===== config.mk =====
export PLATFORM = sky130hd
export DESIGN_NAME = frame_stream_writer
export DESIGN_NICKNAME = d
export VERILOG_FILES = /design/src/rtl/frame_stream_writer.sv
export SDC_FILE = /design/constraint.sdc
export NUM_CORES = 1
export LEC_CHECK = 0
export CORE_ASPECT_RATIO = 0.8
export CORE_UTILIZATION = 55
export CTS_CLUSTER_SIZE = 40
export DETAILED_ROUTE_END_ITERATION = 12
export PLACE_DENSITY = 0.76
export SLEW_MARGIN = 20
export SYNTH_ARGS = -nofsm -noshare
export SYNTH_HDL_FRONTEND = slang
export SYNTH_SLANG_ARGS = --single-unit

===== constraint.sdc =====
create_clock -name clk -period 4.51 [get_ports clk]
set_input_delay 0.902 -clock clk [delete_from_list [all_inputs] [get_ports clk]]
set_output_delay 0.902 -clock clk [all_outputs]
set_load 0.01 [all_outputs]

===== src/rtl/frame_stream_writer.sv =====
// Packs the tagged pixel stream into BURST_LEN-word writes at row-major addresses and checks the frame markers.
// Command is raised two cycles after the last pixel of a burst is read; FIFO reads stop while a burst is in flight or the buffer is full.
module frame_stream_writer #(
    parameter int                    FRAME_WIDTH  = 480,
    parameter int                    FRAME_HEIGHT = 272,
    parameter int                    BURST_LEN    = 16,
    parameter int                    ADDR_WIDTH   = 21,
    parameter logic [ADDR_WIDTH-1:0] BASE_ADDR    = '0
) (
    input  logic                  clk,
    input  logic                  reset_n,
    input  logic                  queue_empty,
    input  logic [16:0]           queue_data,
    output logic                  queue_rd_en,
    output logic                  mem_cmd_valid,
    input  logic                  mem_cmd_ready,
    output logic [ADDR_WIDTH-1:0] mem_cmd_addr,
    output logic [15:0]           mem_wr_data,
    output logic                  mem_wr_valid,
    output logic                  frame_active,
    output logic                  frame_done,
    output logic                  sync_error
);

    localparam int IW = $clog2(BURST_LEN);
    localparam int CW = IW + 1;
    localparam int FW = CW + 1;
    localparam int RW = $clog2(FRAME_HEIGHT + 1);
    localparam int XW = $clog2(FRAME_WIDTH + 1);

    localparam logic [16:0] W_FRAME_START = 17'h10000;
    localparam logic [16:0] W_ROW_START   = 17'h10001;
    localparam logic [16:0] W_FRAME_END   = 17'h1FFFF;

    typedef enum logic [2:0] {S_IDLE, S_RECV, S_CMD, S_DATA, S_DONE} state_t;

    state_t          state;
    logic            rd_allow;
    logic            rd_pend;
    logic            hold_vld;
    logic [16:0]     hold_dat;
    logic [CW-1:0]   count;
    logic [CW-1:0]   beat;
    logic            row_started;
    logic            row_err;
    logic [RW-1:0]   row;
    logic [XW-1:0]   col;
    logic [15:0]     burst_buf [BURST_LEN];

    logic            in_rx;
    logic            word_vld;
    logic [16:0]     word;
    logic [FW-1:0]   fill;
    logic            throttle;
    logic            row_ok;
    logic            col_ok;
    logic            px_store;
    logic [ADDR_WIDTH-1:0] burst_addr;

    assign in_rx    = (state == S_IDLE) || (state == S_RECV);
    assign word_vld = rd_pend || hold_vld;
    assign word     = hold_vld ? hold_dat : queue_data;

    // Count the word in flight so a burst never fills with a read still outstanding.
    assign fill     = FW'(count) + FW'(rd_pend) + FW'(hold_vld);
    assign throttle = fill >= FW'(BURST_LEN);

    assign queue_rd_en = rd_allow && !queue_empty &&
                         ((state == S_IDLE) || ((state == S_RECV) && !throttle));

    assign row_ok   = row_started && (row < RW'(FRAME_HEIGHT));
    assign col_ok   = col < XW'(FRAME_WIDTH);
    assign px_store = (state == S_RECV) && word_vld && !word[16] && row_ok && col_ok;

    // Evaluated with the pre-increment column, so the last pixel sits at start + BURST_LEN - 1.
    assign burst_addr = BASE_ADDR + ADDR_WIDTH'(row) * ADDR_WIDTH'(FRAME_WIDTH)
                      + ADDR_WIDTH'(col) - ADDR_WIDTH'(BURST_LEN - 1);

    always_ff @(posedge clk) begin
        if (px_store)
            burst_buf[count[IW-1:0]] <= word[15:0];
    end

    always_ff @(posedge clk or negedge reset_n) begin
        if (!reset_n) begin
            state         <= S_IDLE;
            rd_allow      <= 1'b0;
            rd_pend       <= 1'b0;
            hold_vld      <= 1'b0;
            hold_dat      <= '0;
            count         <= '0;
            beat          <= '0;
            row_started   <= 1'b0;
            row_err       <= 1'b0;
            row           <= '0;
            col           <= '0;
            mem_cmd_valid <= 1'b0;
            mem_cmd_addr  <= '0;
            mem_wr_data   <= '0;
            mem_wr_valid  <= 1'b0;
            frame_active  <= 1'b0;
            frame_done    <= 1'b0;
            sync_error    <= 1'b0;
        end else begin
            rd_allow   <= 1'b1;
            rd_pend    <= queue_rd_en;
            frame_done <= 1'b0;
            sync_error <= 1'b0;

            // A word landing outside IDLE/RECV is parked and parsed on return.
            if (rd_pend && !in_rx) begin
                hold_vld <= 1'b1;
                hold_dat <= queue_data;
            end else if (in_rx) begin
                hold_vld <= 1'b0;
            end

            case (state)
                S_IDLE: begin
                    if (word_vld && (word == W_FRAME_START)) begin
                        state        <= S_RECV;
                        frame_active <= 1'b1;
                        row_started  <= 1'b0;
                        row_err      <= 1'b0;
                        col          <= '0;
                        count        <= '0;
                    end
                end
                S_RECV: begin
                    if (word_vld) begin
                        if (word == W_FRAME_START) begin
                            sync_error  <= 1'b1;
                            row_started <= 1'b0;
                            row_err     <= 1'b0;
                            col         <= '0;
                            count       <= '0;
                        end else if (word == W_ROW_START) begin
                            if ((col != '0) && (col != XW'(FRAME_WIDTH)))
                                sync_error <= 1'b1;
                            if (!row_started) begin
                                row_started <= 1'b1;
                                row         <= '0;
                            end else if (row < RW'(FRAME_HEIGHT)) begin
                                row <= row + 1'b1;
                            end
                            row_err <= 1'b0;
                            col     <= '0;
                            count   <= '0;
                        end else if (word == W_FRAME_END) begin
                            if (!(row_started && (row == RW'(FRAME_HEIGHT - 1)) &&
                                  (col == XW'(FRAME_WIDTH))))
                                sync_error <= 1'b1;
                            frame_done   <= 1'b1;
                            frame_active <= 1'b0;
                            count        <= '0;
                            state        <= S_DONE;
                        end else if (!word[16]) begin
                            if (px_store) begin
                                col   <= col + 1'b1;
                                count <= count + 1'b1;
                                if (count == CW'(BURST_LEN - 1)) begin
                                    mem_cmd_valid <= 1'b1;
                                    mem_cmd_addr  <= burst_addr;
                                    state         <= S_CMD;
                                end
                            end else if (!row_err) begin
                                sync_error <= 1'b1;
                                row_err    <= 1'b1;
                            end
                        end
                    end
                end
                S_CMD: begin
                    if (mem_cmd_ready) begin
                        mem_cmd_valid <= 1'b0;
                        mem_wr_valid  <= 1'b1;
                        mem_wr_data   <= burst_buf[0];
                        beat          <= CW'(1);
                        state         <= S_DATA;
                    end
                end
                S_DATA: begin
                    if (beat == CW'(BURST_LEN)) begin
                        mem_wr_valid <= 1'b0;
                        count        <= '0;
                        state        <= S_RECV;
                    end else begin
                        mem_wr_data <= burst_buf[beat[IW-1:0]];
                        beat        <= beat + 1'b1;
                    end
                end
                S_DONE: begin
                    state <= S_IDLE;
                end
                default: begin
                    state <= S_IDLE;
                end
            endcase
        end
    end

endmodule


## Word-level counts from Yosys, hierarchy flattened

Memories as Yosys holds them, arrays and structs flattened.
Index checks and enable logic that the tools add are counted.

| cells by class | value |
|---|---|
| add/subtract/negate cells | 8 |
| order comparisons | 3 |
| mux-type cells | 86 |
| bitwise gates (word level) | 4 |
| eq/ne operators | 34 |
| reduce and logical (&&, ||, !) cells | 38 |
| multiply operators | 1 |

Operators with widths:

| cell | number |
|---|---|
| two-way mux 9 bit | 9 |
| == test 17 bit (second input constant) | 3 |
| two-way mux 5 bit | 10 |
| two-way mux 1 bit | 44 |
| two-way mux 16 bit | 2 |
| case mux 16 bit (2 select lines) | 1 |
| two-way mux 3 bit | 10 |
| AND reduction 6 bit | 4 |
| subtractor 19 x 4 -> 20 bit (second input constant) | 1 |
| adder 18 x 9 -> 19 bit | 1 |
| adder 9 x 1 -> 9 bit (second input constant) | 2 |
| == test 9 bit (second input constant) | 2 |
| less-than comparator 9 bit (second input constant) | 2 |
| inequality test 2 bit (second input constant) | 9 |
| case mux 9 bit (2 select lines) | 1 |
| AND reduction 9 bit | 2 |
| two-way mux 17 bit | 1 |
| case mux 5 bit (3 select lines) | 1 |
| logical AND 1 bit | 13 |
| multiplier 9 x 4 -> 13 bit (second input constant) | 1 |
| inequality test 4 x 2 -> 1 bit (second input constant) | 3 |
| case mux 3 bit (4 select lines) | 1 |
| adder 5 x 1 -> 5 bit (second input constant) | 2 |
| inequality test 5 x 2 -> 1 bit (second input constant) | 2 |
| 25 further kinds | 47 |

| storage, ports and cells | value |
|---|---|
| bits of input ports | 21 |
| memory bits (writable) | 256 |
| register bits | 95 |
| memories | 1 |
| word-level logic and storage cells | 193 |

Memory list:

| memory | depth | bits a word | read ports | clocked after memory_dff | write ports | line | source |
|---|---|---|---|---|---|---|---|
| burst_buf | 16 | 16 | 2 | 0 | 1 | 48 | `logic [15:0] burst_buf [BURST_LEN];` |

## Longest topological paths before layout

Gate-level depths: netlist (run 1).

| logic depth | value |
|---|---|
| word-level depth | 12 |
| depth in mapped cells | 19 |
| depth with buffers taken out | 19 |

## Worst setup path after synthesis (run 1)

OpenSTA, ideal clock, no wires.

| path | value |
|---|---|
| kind | register to register |
| start | reg row[5] |
| end | reg mem_cmd_addr[17] |
| setup time | 0.082 ns |
| cell stages (with the launch flop) | 19 |
| path slack | 0.129 ns |
| period minus slack after synthesis | 4.381 ns |
| required time | 4.428 ns |
| buffers on the path | 0 |
| arrival | 4.299 ns |
| cells stage by stage | dfrtp_1 inv_1 fa_1 fa_1 inv_1 ha_1 a21o_1 a31oi_1 nand2_1 xor2_1 inv_1 ha_1 nand2_1 o21ai_0 nor2_1 o32ai_1 a221oi_1 or3_1 a31oi_1 |

| on the way | value |
|---|---|
| cells in the longest elaborated chain, start to end | 5 |

Ends and longest elaborated chain:

| item | line | source |
|---|---|---|
| start: declaration | 46 | `logic [RW-1:0] row;` |
| start signal: assignment | 144 | `row <= row + 1'b1;` |
| parallel branches: the longest is 5 deep, another holds subtractor 19 x 4 -> 20 bit | -- |  |
| end signal: assignment | 163 | `mem_cmd_addr <= burst_addr;` |
| end: declaration | 17 | `output logic [ADDR_WIDTH-1:0] mem_cmd_addr,` |

Parallel ways; which one is timed is not known.
A chain may end at the register's enable or synchronous reset.

## Worst setup path after layout (run 1)

| path | value |
|---|---|
| start | reg row[2] |
| end | reg mem_cmd_addr[17] |

Same word-level chain as after synthesis.

==> reports/qor.json, run 1 <==
{
  "sta": {
    "hold_viol": 0,
    "shortest_clock_period_the_worst_path_allows_after_layout_ns": 4.36,
    "layout_setup_ws_ns": 0.148,
    "totalNegativeSetupSlack_ns": 0,
    "slew_at_the_pin_closest_to_its_max_slew_limit_ns": 1.11,
    "setup-violations-final": 0,
    "finalCritPeriodShare": 0.967,
    "slew_headroom": 0.256,
    "number_of_max_slew_violations_in_the_final_report": 0,
    "max_freq_ghz": 0.229,
    "finClkSkew_ns": 0.0190
  },
  "yosys": {
    "yosysWarnings": 0,
    "synth_cell_types": 68,
    "synth_largest_type_area_fraction": 0.477,
    "post_synthesis_cell_area_um2": 16100,
    "synthFlopType": "edfxtp_1",
    "synth.net_count": 1189,
    "post-synth-top-area-cell": "edfxtp_1",
    "synth.top_cells.by_area": "edfxtp_1 (48%), dfrtp_1 (15%), mux4_2 (11%), ha_1 (4.2%), nand2_1 (2.3%)",
    "number_of_register_bits_inferred_by_synthesis": 350,
    "synth_cells": 1099,
    "synth_area_per_cell_um2": 14.7,
    "asyncSetResetFlopFracSynth": 0.269,
    "seq_area_frac_synth": 0.622,
    "synth_enable_flop_cells": 256
  },
  "worst_hold_path": {
    "min-delay-start": "mem_cmd_addr[6]",
    "hold_path.class": "reg2reg",
    "holdPathStages": 2,
    "worstHoldEndpoint": "mem_cmd_addr[6]"
  },
  "setup_path": {
    "r2r_end": "mem_cmd_addr[17]",
    "reg2reg_depth": 17,
    "r2r-start": "row[2]",
    "cp-startpoint": "row[2]",
    "worst-endpoint-required_ns": 4.94,
    "critical_path_class": "reg2reg",
    "crit_slowest_cell": "fa_1",
    "timing.critical_path.from_type": "flip-flop",
    "reg2reg_setup_slack_ns": 0.15,
    "critical_path_arrival_ns": 4.79,
    "largest_incremental_delay_on_the_critical_path_ns": 0.51,
    "path_cells": "inv_2 -> fa_1 -> fa_1 -> inv_1 -> ha_1 -> nor2b_2 -> o2111ai_1 -> nand3b_1 -> xnor2_2 -> ha_1 -> nand2_1 -> o21ai_0 -> nor2_1 -> o32ai_2 -> a221oi_2 -> or3_1 -> a31oi_1",
    "worst_path_dominant_cell_family": "adder cells",
    "worstPathMaxFanout": 5,
    "critical_path.endpoint_type": "flip-flop",
    "worstSetupPathDepth": 17,
    "worst-path-buf-inv": 2
  },
  "placement": {
    "finalWeightedCongestion": 0.812,
    "port_buffers": 63,
    "detailedPlace.worstSlack_ns": -0.0289,
    "area_of_placed_instances_um2": 17400,
    "estimated_wirelength_of_the_detail_placed_design_mm": 23.0
  },
  "cells_and_area": {
    "nets": 1288,
    "antenna-diode-count": 0,
    "post_route_cells_drive_above_1_share": 0.204,
    "design_area_um2": 18600,
    "ff_latch_area_um2": 10000,
    "areaGrowthSynthToFinish_pct": 15.2,
    "fill_cells": 1965,
    "area_occupied_by_multi_input_gates_um2": 5770
  },
  "clock_network": {
    "cts_inserted_buffers": 35,
    "cts.sinks": 350,
    "holdBufCountCts": 0,
    "cts.reportedPaths.clkPinSlew_ns": 0.06,
    "htree_num_levels": 2,
    "clk-insertion-delay-late_ns": 0.51,
    "clk_path_buf_depth": 3,
    "clk_root_buffer_cell": "clkbuf_16",
    "cts_tree": "yes"
  },
  "floorplanning": {
    "floorplan.die_area_um2": 30000,
    "starting_utilization_of_the_core_area": 0.565,
    "core_area_um2": 28600,
    "die_w_um": 193,
    "placement_rows": 55,
    "ios": 64,
    "die_height_um": 155
  },
  "global_routing": {
    "overflow": 0,
    "grt_first_pass_wirelength_mm": 56.9,
    "grt_usage": 0.252,
    "grt_antenna_before_repair": 0,
    "via_count_of_the_first_global_routing_pass": 9742,
    "grt_max_degree": 67
  },
  "routing": {
    "routed-via-count": 9662,
    "met3RoutedLength_mm": 3.62,
    "drt.antenna.violating_nets": 0,
    "routed_wirelength_mm": 36.3,
    "detailroute.wirelength.met2_mm": 15.9,
    "vias_per_cell": 6.07,
    "wire_per_inst_um": 22.8,
    "top_layer": "met4",
    "wl_met1_mm": 16.2,
    "drt_iter0_markers": 1048,
    "first_pass_iters": 9,
    "route.detailed.drc": 7
  },
  "power_and_ir_drop": {
    "power.density_cell_area_nw_per_um2": 352,
    "peakVddDrop_mv": 0.296,
    "finalPower_mw": 6.54,
    "static-leakage-power_nw": 6.80
  },
  "status": {
    "failed_checks": "design-rule violations",
    "outcome": "complete, but fails checks"
  },
  "flow_run": {
    "cap_viol_max_count": 0
  }
}
## worst max-delay path by stage
stage / endpoint / slack [ns]
4_1_cts: mem_cmd_addr[17] / 0.04
3_5_place_dp: mem_cmd_addr[18] / -0.03
3_3_place_gp: mem_cmd_addr[18] / 0.12
2_1_floorplan: mem_cmd_addr[17] / 0.13
5_1_grt: mem_cmd_addr[17] / -0.03
6_report: mem_cmd_addr[17] / 0.15
## worst min-delay path: stages (launching register included)
cell and delay (ns):
dfrtp_1 0.34, nand2_1 0.05, o21ai_0 0.06
## flip-flops by register name, summed over array words and instances, names as in the netlist, 3 cells and up
name,count
row,9
state,3
count,5
beat,5
burst_buf,256
mem_wr_data,16
mem_cmd_addr,20
hold_dat,17
col,9
## timing repair
action	4_1_cts	5_1_grt
endpoints found under the hold margin	0	0
endpoints found under the setup margin	2	5
gates resized for setup	3	18
gates cloned	0	0
pin swaps	0	2
buffers inserted	0	2
## cell usage after synthesis, types with 3 or more instances
cell type and number:
nor2b_1 5, nand3_1 24, a21oi_1 28, a31oi_1 21
nand4_1 9, edfxtp_1 256, clkbuf_1 35, mux4_2 80
nand2b_1 12, nand2_1 100, and3_1 5, buf_1 3
fa_1 15, and2_1 7, o21a_1 5, buf_2 5
nor3_1 14, o22ai_1 6, xnor2_1 17, or3_1 5
nor4_1 11, nor2_1 73, xor2_1 10, mux2_2 27
or2_2 4, ha_1 54, inv_1 69, nand3b_1 4
dfrtp_1 94, a22o_1 3, o21ai_0 44, a21o_1 6
o31ai_1 3
## metrics by stage
stage / utilization / std cells / hold slack (ns)
6_report: 0.651 / 1592 / 0.478
5_1_grt: 0.651 / 1592 / 0.514
4_1_cts: 0.647 / 1590 / 0.487
3_5_place_dp: 0.609 / 1529 / 0.474
3_3_place_gp: 0.609 / 1529 / 0.460
2_1_floorplan: - / 1099 / 0.450
## logic make-up after synthesis
logic type,count (synthesis),share of synthesized area
flip-flops,350,0.622
adder cells (fa/ha/maj),69,0.0605
AO/OA/AOI/OAI,142,0.0562
other,1,0.000232
AND/OR/NAND/NOR,284,0.0838
buffers and inverters,115,0.0283
multiplexers,111,0.134
XOR/XNOR,27,0.0147
## per-layer routing
| metal | up-vias | global-route usage |
|---|---|---|
| met2 | 447 | 0.378 |
| met5 | - | 0 |
| li1 | 4320 | - |
| met4 | 0 | 0.0587 |
| met1 | 4847 | 0.382 |
| met3 | 48 | 0.0555 |
## where the power goes
group | leakage, nW | internal, mW | switching, mW
clock | 0.527 | 1.59 | 1.18
sequential | 3.50 | 3.48 | 0.0523
combinational | 2.78 | 0.0770 | 0.153
total | 6.80 | 5.15 | 1.38
## placed cells by master (no fill, tap or decap), types with 5 or more instances in the layout
master | Yosys | final
clkdlybuf4s50_1 | 0 | 62
or3_1 | 5 | 5
clkbuf_1 | 35 | 6
nand2b_1 | 12 | 12
xnor2_1 | 17 | 15
clkinv_2 | 0 | 7
a31oi_1 | 21 | 20
fa_1 | 15 | 15
nand3_1 | 24 | 24
a21oi_1 | 28 | 28
buf_4 | 1 | 46
nor3_1 | 14 | 10
o21a_1 | 5 | 5
nand4_1 | 9 | 9
mux4_2 | 80 | 80
o22ai_1 | 6 | 6
and2_1 | 7 | 7
inv_1 | 69 | 67
nor3_2 | 1 | 5
ha_1 | 54 | 50
and3_1 | 5 | 5
xor2_1 | 10 | 9
nor2_1 | 73 | 71
nand2_1 | 100 | 100
dfrtp_1 | 94 | 90
clkbuf_16 | 0 | 35
mux2_2 | 27 | 27
edfxtp_1 | 256 | 256
a21o_1 | 6 | 6
nor4_1 | 11 | 6
o21ai_0 | 44 | 44
## layout make-up
type | count | area share
Clock inverter | 17 | 0.00761
Clock buffer | 44 | 0.0506
Tap cell | 370 | 0.0249
Multi-Input combinational cell | 634 | 0.310
Sequential cell | 350 | 0.541
Timing Repair Buffer | 108 | 0.0520
Inverter | 69 | 0.0139
(Power assumes the default switching activity.)
==> inputs of run 2 (changes only) <==
- PLACE_DENSITY: 0.76 -> 0.79
==> run 2 against run 1 <==
The run ends with design-rule violations, negative setup slack left. Count of clock-buffer cells in the layout up 6. Setup slack worse by 0.25 ns. Utilization up 0.91 points. Wire length up 4.5%. Combinational power up 3%. Sequential share of layout area down 0.74 points. Critical path type unchanged. Highest routed layer unchanged.
==> reports/qor.json, run 2 (synthesis gave the netlist of run 1 again) <==
{
  "setup_path": {
    "r2r-start": "row[1]",
    "r2r_end": "mem_cmd_addr[17]",
    "timing.critical_path.from_type": "flip-flop",
    "largest_incremental_delay_on_the_critical_path": {"value": 0.53, "unit": "ns", "change": "+0.02 ns"},
    "critical_path.endpoint_type": "flip-flop",
    "reg2reg_depth": {"value": 18, "change": "+1"},
    "critical_path_arrival": {"value": 5.05, "unit": "ns", "change": "+0.26 ns"},
    "cp_most_frequent_cell": "fa_1",
    "reg2reg_setup_slack": {"value": -0.10, "unit": "ns", "change": "-0.25 ns"},
    "crit_slowest_cell": "fa_1",
    "critical_path_class": "reg2reg",
    "worst-endpoint-required": {"value": 4.95, "unit": "ns", "change": "about the same"},
    "path_cells": "fa_1 -> fa_1 -> inv_1 -> fa_1 -> nor2b_2 -> o21a_1 -> nor3_1 -> nor2_2 -> inv_1 -> ha_4 -> a21o_1 -> a31oi_2 -> o21ai_1 -> nor2_1 -> o32ai_2 -> a221oi_2 -> o21ai_0 -> a31oi_1",
    "worstPathMaxFanout": {"value": 4, "change": "-1"}
  },
  "cells_and_area": {
    "largest_register_ff_count": {"value": 256, "change": "unchanged"},
    "area_occupied_by_multi_input_gates": {"value": 5880, "unit": "um2", "change": "+1.8%"},
    "design_area": {"value": 18800, "unit": "um2", "change": "+1.4%"},
    "commonest_cells_after_routing_fill_and_taps_aside": "edfxtp_1 (256), nand2_1 (98), dfrtp_1 (90)",
    "instances_no_fill": {"value": 1606, "change": "+0.88%"},
    "ff_latch_area": {"value": 10000, "unit": "um2", "change": "unchanged"},
    "nets": {"value": 1300, "change": "+0.93%"},
    "antenna-diode-count": {"value": 0, "change": "unchanged"},
    "fill_cells": {"value": 1899, "change": "-3.4%"},
    "areaGrowthSynthToFinish_pct": 16.8,
    "most_common_cell_after_layout_fill_and_taps_aside": "edfxtp_1",
    "post_route_cells_drive_above_1_share": {"value": 0.219, "change": "+0.0155"}
  },
  "placement": {
    "area_of_placed_instances": {"value": 17400, "unit": "um2", "change": "+0.22%"},
    "detailedPlace.worstSlack": {"value": -0.0652, "unit": "ns", "change": "-0.0362 ns"},
    "dp_cells": {"value": 1534, "change": "+0.33%"},
    "finalWeightedCongestion": {"value": 0.848, "change": "+4.3%"},
    "port_buffers": {"value": 63, "change": "unchanged"},
    "estimated_wirelength_of_the_detail_placed_design": {"value": 23.3, "unit": "mm", "change": "+1.4%"}
  },
  "global_routing": {
    "grt_max_degree": {"value": 67, "change": "unchanged"},
    "grt_antenna_before_repair": {"value": 0, "change": "unchanged"},
    "overflow": {"value": 0, "change": "unchanged"},
    "via_count_of_the_first_global_routing_pass": {"value": 9940, "change": "+2.0%"},
    "grt_first_pass_wirelength": {"value": 57.7, "unit": "mm", "change": "+1.3%"},
    "grt_usage": {"value": 0.257, "change": "+0.00488"}
  },
  "clock_network": {
    "clk-insertion-delay-late": {"value": 0.53, "unit": "ns", "change": "+0.02 ns"},
    "clk_root_buffer_cell": "clkbuf_16",
    "cts.sinks": {"value": 350, "change": "unchanged"},
    "clk_path_buf_depth": {"value": 3, "change": "unchanged"},
    "cts.reportedPaths.clkPinSlew": {"value": 0.07, "unit": "ns", "change": "about the same"},
    "cts_inserted_buffers": {"value": 35, "change": "unchanged"},
    "cts_tree": "yes",
    "htree_num_levels": {"value": 2, "change": "unchanged"}
  },
  "power_and_ir_drop": {
    "sequentialPowerShare": {"value": 0.529, "change": "-0.012"},
    "power.clock.fraction": {"value": 0.436, "change": "+0.012"},
    "power.density_cell_area": {"value": 355, "unit": "nW/um2", "change": "+0.88%"},
    "switchingPower": {"value": 1.42, "unit": "mW", "change": "+2.9%"},
    "peakVddDrop": {"value": 0.253, "unit": "mV", "change": "-14%"},
    "finalPower": {"value": 6.69, "unit": "mW", "change": "+2.3%"},
    "switching_part_of_the_total_power": {"value": 0.213, "change": "+0.00118"},
    "power.combinational.fraction": {"value": 0.036, "change": "about the same"},
    "internal-power": {"value": 5.26, "unit": "mW", "change": "+2.1%"},
    "static-leakage-power": {"value": 6.90, "unit": "nW", "change": "+1.4%"}
  },
  "sta": {
    "max_freq": {"value": 0.217, "unit": "GHz", "change": "-5.4%"},
    "finClkSkew": {"value": 0.0153, "unit": "ns", "change": "-0.00365 ns"},
    "layout_setup_ws": {"value": -0.103, "unit": "ns", "change": "-0.251 ns"},
    "shortest_clock_period_the_worst_path_allows_after_layout": {"value": 4.61, "unit": "ns", "change": "+0.251 ns"},
    "slew_headroom": {"value": 0.274, "change": "+0.0180"},
    "hold_viol": {"value": 0, "change": "unchanged"},
    "finalCritPeriodShare": {"value": 1.02, "change": "+0.0557"},
    "number_of_max_slew_violations_in_the_final_report": {"value": 0, "change": "unchanged"},
    "slew_at_the_pin_closest_to_its_max_slew_limit": {"value": 1.09, "unit": "ns", "change": "-0.0258 ns"},
    "setup-violations-final": {"value": 1, "change": "+1"}
  },
  "floorplanning": {
    "die_w": {"value": 193, "unit": "um", "change": "unchanged"},
    "core_area": {"value": 28600, "unit": "um2", "change": "unchanged"},
    "starting_utilization_of_the_core_area": {"value": 0.565, "change": "unchanged"},
    "floorplan.die_area": {"value": 30000, "unit": "um2", "change": "unchanged"},
    "die_height": {"value": 155, "unit": "um", "change": "unchanged"},
    "placement_rows": {"value": 55, "change": "unchanged"},
    "ios": {"value": 64, "change": "unchanged"}
  },
  "routing": {
    "routed-via-count": {"value": 9940, "change": "+2.9%"},
    "drt_iter0_markers": {"value": 1053, "change": "+0.48%"},
    "drt.antenna.violating_nets": {"value": 0, "change": "unchanged"},
    "vias_per_cell": {"value": 6.19, "change": "+2.0%"},
    "route.detailed.drc": {"value": 5, "change": "-2"},
    "first_pass_iters": {"value": 9, "change": "unchanged"},
    "wire_per_inst": {"value": 23.7, "unit": "um", "change": "+3.6%"},
    "routed_wirelength": {"value": 38.0, "unit": "mm", "change": "+4.5%"}
  },
  "status": {
    "outcome": "complete, but fails checks",
    "failed_checks": "design-rule violations, negative setup slack"
  },
  "flow_run": {
    "cap_viol_max_count": {"value": 0, "change": "unchanged"}
  },
  "worst_hold_path": {
    "hold_path.class": "in2async"
  }
}
[run 2: layout make-up]
cell class                      instances  area share
Timing Repair Buffer                  120      0.0560
Multi-Input combinational cell        634       0.312
Inverter                               69      0.0139
Clock inverter                         13     0.00843
Clock buffer                           50      0.0522
Tap cell                              370      0.0246
Sequential cell                       350       0.533
[run 2: per-stage QoR]
stage	utilization	setup TNS (ns)	hold WS, ns
global route	0.660	-0.428	0.508
floorplan	-	0	0.450
CTS	0.651	0	0.468
detailed placement	0.611	-0.0708	0.470
finish	0.660	-0.103	0.449
global placement	0.611	0	0.464
[run 2: worst max path at each step]
stage	start	slack, ns	end
after floorplan	row[5]	0.13	mem_cmd_addr[17]
after global routing	row[1]	-0.20	mem_cmd_addr[17]
after detailed placement	row[4]	-0.07	mem_cmd_addr[17]
after global placement	row[2]	0.15	mem_cmd_addr[18]
after CTS	row[1]	0.03	mem_cmd_addr[18]
final	row[1]	-0.10	mem_cmd_addr[17]
[run 2: per-layer routing]
layer	part of all wire	GRT usage	wire length (um)
met5	0	0	0
met2	0.46	0.400	17500
met1	0.42	0.374	16000
met4	0.025	0.0750	957
met3	0.093	0.0494	3540
[run 2: worst max-delay path, delay by kind of cell, from the launching register on]
| family | cells | cell delay, ns |
|---|---|---|
| flops | 1 | 0.44 |
| compound gates | 8 | 1.60 |
| simple gates | 4 | 0.61 |
| fa+ha+maj | 4 | 1.75 |
| buf+inv | 2 | 0.15 |
[run 2: repair_timing]
action / in CTS / in global routing
setup endpoints to repair: 3 / 5
hold endpoints to repair: 0 / 0
resized for setup: 5 / 34
pin swaps: 0 / 16
hold buffers: 0 / 0
setup buffers: 0 / 9
[run 2: power by group through the flow]
stage	clock network [mW]	logic, mW	registers, mW
final	2.91	0.238	3.54
after global routing	3.07	0.258	3.54
after CTS	2.95	0.232	3.53
after detailed placement	0	0.229	3.60
after global placement	0	0.220	3.60
after floorplan	0	0.156	3.57
==> inputs of run 3 (changes only) <==
- ABC_CLOCK_PERIOD_IN_PS: default -> 4700
- CAP_MARGIN: default -> 20
- CORE_UTILIZATION: 55 -> 60
- PLACE_DENSITY: 0.79 -> 0.82
- clock period: 4.51 -> 4.7 ns (I/O delays scaled with it)
==> run 3 against run 2 <==
Critical endpoint is now mem_cmd_addr[18]. Critical path depth decreased by 2. Combinational power decreased by 4%. Total power is 5.0% lower. First-iteration DRC count is 11% higher. Setup slack better by 0.36 ns. Highest routed layer unchanged. The flow now finishes without violations. Non-clock buffer count down 21.
==> reports/qor.json, run 3 (synthesis gave the netlist of run 1 again) <==
{
  "setup_path": {
    "timing.critical_path.from_type": "flip-flop",
    "worst-endpoint-required": {"value": 5.15, "unit": "ns", "change": "+0.20 ns"},
    "critical_path_arrival": {"value": 4.89, "unit": "ns", "change": "-0.16 ns"},
    "critical_path_class": "reg2reg",
    "r2r-start": "row[0]",
    "critical_path.endpoint_type": "flip-flop",
    "worstPathMaxFanout": {"value": 7, "change": "+3"},
    "reg2reg_setup_slack": {"value": 0.26, "unit": "ns", "change": "+0.36 ns"},
    "r2r_end": "mem_cmd_addr[18]",
    "cp-startpoint": "row[0]",
    "reg2reg_depth": {"value": 16, "change": "-2"}
  },
  "clock_network": {
    "cts.reportedPaths.clkPinSlew": {"value": 0.07, "unit": "ns", "change": "about the same"},
    "clk_path_buf_depth": {"value": 3, "change": "unchanged"},
    "cts.sinks": {"value": 350, "change": "unchanged"},
    "cts_tree": "yes",
    "clk-insertion-delay-late": {"value": 0.51, "unit": "ns", "change": "-0.02 ns"},
    "clk_root_buffer_cell": "clkbuf_16",
    "cts_inserted_buffers": {"value": 35, "change": "unchanged"},
    "htree_num_levels": {"value": 2, "change": "unchanged"}
  },
  "sta": {
    "hold_viol": {"value": 0, "change": "unchanged"},
    "setup-violations-final": {"value": 0, "change": "-1"},
    "number_of_max_slew_violations_in_the_final_report": {"value": 0, "change": "unchanged"},
    "slew_headroom": {"value": 0.282, "change": "+0.00774"},
    "finClkSkew": {"value": 0.0148, "unit": "ns", "change": "-0.000480 ns"},
    "shortest_clock_period_the_worst_path_allows_after_layout": {"value": 4.44, "unit": "ns", "change": "-0.171 ns"},
    "finalCritPeriodShare": {"value": 0.945, "change": "-0.0778"},
    "rsz_0062_raised_after_global_routing": "no",
    "slew_at_the_pin_closest_to_its_max_slew_limit": {"value": 1.08, "unit": "ns", "change": "-0.0128 ns"},
    "holdWs": {"value": 0.476, "unit": "ns", "change": "+0.0268 ns"},
    "max_freq": {"value": 0.225, "unit": "GHz", "change": "+3.9%"},
    "totalNegativeSetupSlack": {"value": 0, "unit": "ns", "change": "+0.103 ns"},
    "layout_setup_ws": {"value": 0.258, "unit": "ns", "change": "+0.361 ns"}
  },
  "placement": {
    "port_buffers": {"value": 63, "change": "unchanged"},
    "detailedPlace.worstSlack": {"value": 0.0306, "unit": "ns", "change": "+0.0958 ns"},
    "finalWeightedCongestion": {"value": 0.853, "change": "+0.63%"},
    "area_of_placed_instances": {"value": 17300, "unit": "um2", "change": "-0.65%"},
    "estimated_wirelength_of_the_detail_placed_design": {"value": 23.7, "unit": "mm", "change": "+1.6%"},
    "dp_cells": {"value": 1508, "change": "-1.7%"}
  },
  "floorplanning": {
    "starting_utilization_of_the_core_area": {"value": 0.613, "change": "+0.0479"},
    "core_area": {"value": 26300, "unit": "um2", "change": "-7.8%"},
    "placement_rows": {"value": 53, "change": "-3.6%"},
    "die_height": {"value": 149, "unit": "um", "change": "-4.2%"},
    "die_w": {"value": 185, "unit": "um", "change": "-4.2%"},
    "floorplan.die_area": {"value": 27600, "unit": "um2", "change": "-8.2%"},
    "ios": {"value": 64, "change": "unchanged"}
  },
  "cells_and_area": {
    "commonest_cells_after_routing_fill_and_taps_aside": "edfxtp_1 (256), nand2_1 (100), dfrtp_1 (90)",
    "most_common_cell_after_layout_fill_and_taps_aside": "edfxtp_1",
    "instances_no_fill": {"value": 1573, "change": "-2.1%"},
    "largest_register_ff_count": {"value": 256, "change": "unchanged"},
    "post_route_cells_drive_above_1_share": {"value": 0.193, "change": "-0.0258"},
    "design_area": {"value": 18500, "unit": "um2", "change": "-1.7%"},
    "nets": {"value": 1279, "change": "-1.6%"},
    "areaGrowthSynthToFinish_pct": 14.9,
    "final_util": {"value": 0.704, "change": "+0.0440"}
  },
  "routing": {
    "routed_wirelength": {"value": 38.4, "unit": "mm", "change": "+1.2%"},
    "first_pass_iters": {"value": 5, "change": "-4"},
    "vias_per_cell": {"value": 6.33, "change": "+2.3%"},
    "wire_per_inst": {"value": 24.4, "unit": "um", "change": "+3.3%"},
    "drt_iter0_markers": {"value": 1172, "change": "+11%"},
    "drt.antenna.violating_nets": {"value": 0, "change": "unchanged"},
    "routed-via-count": {"value": 9957, "change": "+0.17%"},
    "route.detailed.drc": {"value": 0, "change": "-5"}
  },
  "worst_hold_path": {
    "hold_path.class": "in2async"
  },
  "global_routing": {
    "grt_usage": {"value": 0.289, "change": "+0.0314"},
    "gr-usage-met1": {"value": 0.422, "change": "+0.0481"},
    "grt_antenna_before_repair": {"value": 0, "change": "unchanged"},
    "grt_max_degree": {"value": 67, "change": "unchanged"},
    "groute.layer.met2.usage": {"value": 0.437, "change": "+0.0363"},
    "grt_first_pass_wirelength": {"value": 57.7, "unit": "mm", "change": "about the same"},
    "overflow": {"value": 0, "change": "unchanged"},
    "grt.busiest_layer": "met2",
    "global_route.usage.met3": {"value": 0.0717, "change": "+0.0223"},
    "via_count_of_the_first_global_routing_pass": {"value": 9816, "change": "-1.2%"}
  },
  "power_and_ir_drop": {
    "power.density_cell_area": {"value": 343, "unit": "nW/um2", "change": "-3.4%"},
    "finalPower": {"value": 6.35, "unit": "mW", "change": "-5.0%"},
    "peakVddDrop": {"value": 0.262, "unit": "mV", "change": "+3.5%"},
    "static-leakage-power": {"value": 6.76, "unit": "nW", "change": "-2.1%"}
  },
  "flow_run": {
    "cap_viol_max_count": {"value": 0, "change": "unchanged"}
  },
  "status": {
    "outcome": "finished clean"
  }
}
run 3: changes by cell type in the layout (fill, tap and decap cells not counted), moves of 3 or more:
cell | before | now
clkbuf_1 | 11 | 8
clkinv_1 | 2 | 7
ha_1 | 48 | 52
clkbuf_8 | 3 | 0
clkinvlp_4 | 1 | 4
buf_4 | 58 | 37
ha_4 | 5 | 1
run 3: worst max-delay path by stage:
stage,to,slack (ns),depth (start not counted)
global route,mem_cmd_addr[17],0.01,18
floorplan,mem_cmd_addr[17],0.32,18
finish,mem_cmd_addr[18],0.26,16
global placement,mem_cmd_addr[17],0.21,18
detailed placement,mem_cmd_addr[17],0.03,18
CTS,mem_cmd_addr[17],0.09,18
run 3: final cells by class:
| type | instances | area, um2 |
|---|---|---|
| Antenna cell | 1 | 2.50 |
| Clock buffer | 45 | 956 |
| Clock inverter | 18 | 153 |
| Fill cell | 1633 | 7800 |
| Inverter | 69 | 259 |
| Multi-Input combinational cell | 634 | 5770 |
| Sequential cell | 350 | 10000 |
| Tap cell | 357 | 447 |
| Timing Repair Buffer | 99 | 898 |
run 3: what timing repair did:
item	in CTS	in global routing
gates cloned	0	0
setup buffers	0	1
gates resized for setup	1	18
hold buffers	0	0
hold endpoints to repair	0	0
endpoints found under the setup margin	1	5
pin swaps	0	2
run 3: worst max-delay path: stages, from the launching register on:
cell,delay (ns)
dfrtp_2,0.46
fa_1,0.62
fa_1,0.46
ha_1,0.30
a21oi_1,0.21
nor2b_1,0.08
nor2_1,0.11
xnor2_1,0.21
inv_1,0.09
ha_1,0.41
nand3_1,0.17
o31a_1,0.29
o21a_1,0.21
nor4_2,0.20
o221ai_1,0.21
a211o_1,0.29
nand3_1,0.08
run 3: per-layer routing:
| metal | vias to the layer above | wire length (um) |
|---|---|---|
| li1 | 4311 | - |
| met2 | 602 | 17600 |
| met4 | 0 | 840 |
| met1 | 4967 | 15300 |
| met5 | - | 0 |
| met3 | 77 | 4750 |
run 3: report_power, final:
group	switching (mW)	leakage (nW)	internal, mW
registers	0.0524	3.49	3.34
logic	0.154	2.74	0.0746
clock network	1.17	0.527	1.56
total	1.38	6.76	4.98
